<file path="src/rtl/serial_sub16.sv">
// rtl/serial_sub16.sv - bit-serial unsigned subtractor, LSB first, one bit per clock.
// Optional n/z/p condition outputs when SERIAL_SUB_NZP_EN is defined.
module serial_sub16 #(
  parameter int WIDTH = 16
) (
  input  logic             clk,
  input  logic             reset,
  input  logic             start,
  input  logic [WIDTH-1:0] in1,
  input  logic [WIDTH-1:0] in2,
  output logic             busy,
  output logic             done,
  output logic [WIDTH-1:0] out,
  output logic             borrow
`ifdef SERIAL_SUB_NZP_EN
  ,
  output logic             n,
  output logic             z,
  output logic             p
`endif
);

  localparam int CW = $clog2(WIDTH);

  typedef enum logic [1:0] {
    IDLE = 2'd0,
    RUN  = 2'd1,
    DONE = 2'd2
  } state_t;

  state_t           state_q, state_d;
  logic [WIDTH-1:0] a_q, a_d;
  logic [WIDTH-1:0] b_q, b_d;
  logic [WIDTH-1:0] res_q, res_d;
  logic             br_q, br_d;
  logic [CW-1:0]    cnt_q, cnt_d;
  logic [WIDTH-1:0] out_q, out_d;
  logic             borrow_q, borrow_d;
  logic             diff_bit, br_next;
  logic [WIDTH-1:0] final_res;

  // One full-subtractor slice on the current LSBs.
  assign diff_bit  = a_q[0] ^ b_q[0] ^ br_q;
  assign br_next   = (~a_q[0] & b_q[0]) | (~(a_q[0] ^ b_q[0]) & br_q);
  assign final_res = {diff_bit, res_q[WIDTH-1:1]};

  always_comb begin
    state_d  = state_q;
    a_d      = a_q;
    b_d      = b_q;
    res_d    = res_q;
    br_d     = br_q;
    cnt_d    = cnt_q;
    out_d    = out_q;
    borrow_d = borrow_q;
    case (state_q)
      IDLE, DONE: begin
        if (start) begin
          a_d     = in1;
          b_d     = in2;
          br_d    = 1'b0;
          cnt_d   = '0;
          state_d = RUN;
        end else begin
          state_d = IDLE;
        end
      end
      RUN: begin
        a_d   = a_q >> 1;
        b_d   = b_q >> 1;
        res_d = final_res;
        br_d  = br_next;
        cnt_d = cnt_q + CW'(1);
        if (cnt_q == CW'(WIDTH - 1)) begin
          out_d    = final_res;
          borrow_d = br_next;
          cnt_d    = '0;
          state_d  = DONE;
        end
      end
      default: state_d = IDLE;
    endcase
  end

  always_ff @(posedge clk or posedge reset) begin
    if (reset) begin
      state_q  <= IDLE;
      a_q      <= '0;
      b_q      <= '0;
      res_q    <= '0;
      br_q     <= 1'b0;
      cnt_q    <= '0;
      out_q    <= '0;
      borrow_q <= 1'b0;
    end else begin
      state_q  <= state_d;
      a_q      <= a_d;
      b_q      <= b_d;
      res_q    <= res_d;
      br_q     <= br_d;
      cnt_q    <= cnt_d;
      out_q    <= out_d;
      borrow_q <= borrow_d;
    end
  end

  assign busy   = (state_q == RUN);
  assign done   = (state_q == DONE);
  assign out    = out_q;
  assign borrow = borrow_q;

`ifdef SERIAL_SUB_NZP_EN
  logic n_q, z_q, p_q;
  logic load_nzp;

  assign load_nzp = (state_q == RUN) && (cnt_q == CW'(WIDTH - 1));

  always_ff @(posedge clk or posedge reset) begin
    if (reset) begin
      n_q <= 1'b0;
      z_q <= 1'b0;
      p_q <= 1'b0;
    end else if (load_nzp) begin
      n_q <= final_res[WIDTH-1];
      z_q <= (final_res == '0);
      p_q <= ~final_res[WIDTH-1] & (final_res != '0);
    end
  end

  assign n = n_q;
  assign z = z_q;
  assign p = p_q;
`endif

endmodule

</file>
<file path="config.mk">
export PLATFORM = sky130hd
export DESIGN_NAME = serial_sub16
export DESIGN_NICKNAME = d
export VERILOG_FILES = /design/src/rtl/serial_sub16.sv
export SDC_FILE = /design/constraint.sdc
export NUM_CORES = 1
export LEC_CHECK = 0
export BUFFER_PORTS_ARGS = -buffer_cell sky130_fd_sc_hd__buf_2
export CAP_MARGIN = 0
export CORE_MARGIN = 3
export CORE_UTILIZATION = 55
export DETAILED_ROUTE_END_ITERATION = 8
export PLACE_DENSITY = 0.88
export RECOVER_POWER = 25
export SYNTH_ARGS = -nofsm -noshare
export SYNTH_HDL_FRONTEND = slang
export SYNTH_SLANG_ARGS = --single-unit
</file>
<file path="constraint.sdc">
create_clock -name clk -period 2.6 [get_ports clk]
set_clock_uncertainty 0.1 [all_clocks]
set_input_delay 0.13 -clock clk [delete_from_list [all_inputs] [get_ports clk]]
set_output_delay 0.13 -clock clk [all_outputs]
set_load 0.005 [all_outputs]
</file>
==> results.md <==
* Post-CTS setup buffers at 0
* Hold Crit Depth at 4
* Fmax at between 0.5 and 0.6 GHz
* Post-synth EDFFs at 0
* Tot GR Track Use at 23.9%
* Dominant cell type by area after synthesis: dfrtp_1
* Vias in the first global route at approximately 2500
* Die H at around 80 um
* Number of DRC markers in iteration 0 at ~130
* Final HPWL DP at 3.80 mm
* Post-synth cell types at 27
* Peak supply drop at 578 uV
* Row count at 26
* RSZ-0062 raised after global routing: no
* Core Util, Final at about three quarters
* Async SR Flop Fraction at 100%
* Crit path arrival time at between 1.5 and 2 ns
* Layout cells sized above 1 at ~23%
* Crit end category: output port
* Reg area at ~0.0018 sq mm
* First-pass GRT wire length at between 10 and 15 mm
* Synth top area cells: dfrtp_1, nand2_1, a31oi_1
* Crit-path leading delay family: buffers and inverters
* CTS tree: built
* Worst reg2reg endpoint: out[10]
* Netlist Area Pre-Place at around 0.003 sq mm
* ANT cells at 0
* Net count, final at between 400 and 500
* H-tree levels at 3
* Final Power at roughly 4.3 mW
* Width of the chip at approximately 80 um
* Commonest cells in the netlist: nand2_1, dfrtp_1, a31oi_1, nor2_1, buf_2
* CP startpoint kind: register
* P_leak at between 1.5 and 2 nW
* Initial antenna violation count at 0
* CTS sink count at 71
* Setup slack at placement at approximately 0.83 ns
* Worst reg2reg setup slack at ~0.83 ns
* Initial Utilization at between 50% and 60%
* Worst path bufs/invs at 2
* Critical path, cell by cell: nand2b_2, inv_2, buf_2
* Hold path startpoint: start
* Wire length per cell at 14.6 um
* Max incr delay on CP at around 0.38 ns
* Count leader, synth: nand2_1
* Synthesized netlist cell count at around 300
* I/O pin count at 54
* Final Max Slew Viols at 0
* Post-cts sizing count at 0
* Final worst slack at between 0.6 and 0.7 ns
* DR pass1 iterations at 4
* Ys Warns at 0
* Final ANT Viol Nets at 0
* Fin Setup TNS at 0 ns
* Reg2Reg Depth at 4
* Post-synthesis sequential area ratio at 58.3%
* Multi-input gate area at 0.00114 sq mm
* Post-Place Cells at roughly 400
* Largest net degree at the start of global routing at 37
* Hold Path End: state_q[0]
* Period minus WS final at ~1.9 ns
* Seq cells post-synth at 71
* Status: complete, no violations
* Max-slew headroom at a little under 9%
* Root buffer cell: clkbuf_8
* Clock Pin Slew Worst Setup and Hold Paths at 0.07 ns
* # setup viols final at 0
* Drt drc at 0
* Fill cell count at ~390
* Hold crit path type: in2reg
* Slowest cell on the critical path: dfrtp_1
* Synth Flop Type: dfrtp_1
* Max Buffers Root-to-Sink at 2
* Area Overhead vs Synth at 26.7%
* Synthesized net count at ~340
* CP Max Fanout at 22
* Top cell type's share of synthesized area at 58.3%
* Total core area at approximately 0.0052 sq mm
* PwrDens at approximately 1100 mW/mm^2
* Final WL at ~6.7 mm
* Vias per std cell at 5.26
* GRT overflow at 0
* Clk Latency, worst-skew pair at about 0.35 ns
* Vias post-DR at 2423
* R2R Path Start: cnt_q[0]
* Tcrit/Tclk final at about three quarters
* Number of buffers inserted by hold repair at cts at 33
* Worst-Margin Slew at between 1 and 1.5 ns
* Final Hold Viols at 0
* Worst EP required at between 2 and 2.5 ns
* Finished Layout Cells at ~460
* Max cap viols at 0
* WS Path Type: reg2out
* Gp weighted congestion at around 0.77
* Number of port buffers at 53
* Avg Cell Area, Syn at 10.0 sq um
* Die Area at approximately 0.0065 sq mm
* CTS Buf Count at 9
==> worst min-delay path: stages <==
cell and delay (ns):
buf_2 0.10, nand2b_1 0.06, buf_4 0.24, nand2_1 0.10
==> where the power goes <==
part	total (mW)	switching (mW)	internal (mW)
registers	1.93	0.324	1.60
clock network	0.919	0.400	0.519
logic	1.50	0.836	0.665
total	4.35	1.56	2.79
==> cell usage in the layout, fill, tap and decap left out <==
master and instances:
clkbuf_8 12, a31oi_1 31, dlygate4sd3_1 33, buf_12 1, nand3_1 3, nand2b_2 1, fa_1 1, inv_2 1
mux2_2 7, mux2_4 10, nor2_1 31, o21ai_0 1, o22ai_1 1, buf_4 4, a41oi_1 1, clkinv_2 2
nand2b_1 1, ha_1 1, nand3_4 1, clkbuf_1 7, buf_2 47, a22o_1 3, mux2i_1 1, nor2_8 1
inv_1 3, bufinv_16 1, nor2b_2 1, o31ai_1 1, o21ai_1 1, nor2b_1 1, nand2_1 110, dfrtp_1 71
==> worst max-delay path by stage <==
stage / start / endpoint / slack [ns] / depth (start not counted)
4_1_cts: state_q[1] / busy / 0.68 / 3
5_1_grt: state_q[1] / busy / 0.58 / 3
6_report: state_q[1] / busy / 0.69 / 3
2_1_floorplan: reset / a_q[0] / 0.57 / 1
3_3_place_gp: state_q[0] / cnt_q[2] / 0.88 / 4
3_5_place_dp: state_q[0] / cnt_q[2] / 0.83 / 4
==> through the flow <==
| stage | hold WS [ns] | area, sq um |
|---|---|---|
| global placement | 0.198 | 3330 |
| detailed placement | 0.215 | 3330 |
| global route | 0.227 | 3860 |
| CTS | 0.203 | 3870 |
| finish | 0.215 | 3860 |
| floorplan | 0.170 | 3050 |
==> per-layer routing <==
layer | wire length (um) | share of wire, % | global-route usage, %
met5 | 0 | 0 | 0
met4 | 118 | 1.8 | 7.77
met3 | 402 | 6.0 | 8.52
met2 | 3450 | 51 | 41.3
met1 | 2770 | 41 | 27.5
==> final cells by class <==
class                   count  area share [%]
well taps                  70            2.27
clock inverters             3            1.04
repair buffers             91            16.5
clock buffers              13            4.37
multi-input cells         209            29.4
flip-flops and latches     71            46.0
inverters                   4           0.389
==> kinds of logic (layout without fill, tap and decap cells) <==
logic type	Yosys count	after routing	synth area share, %
buffers and inverters	24	111	4.55
and+or+nand+nor	150	150	20.0
adders and majority gates	2	2	1.07
AOI/OAI and AO/OA	39	39	8.29
DFF	71	71	58.3
muxes	18	18	7.84
==> registers in the layout (all words and copies together), names as in the netlist <==
| name | flops |
|---|---|
| a_q | 16 |
| state_q | 2 |
| borrow | 1 |
| out | 16 |
| b_q | 16 |
| res_q | 15 |
| br_q | 1 |
| cnt_q | 4 |
(Power assumes the default switching activity.)
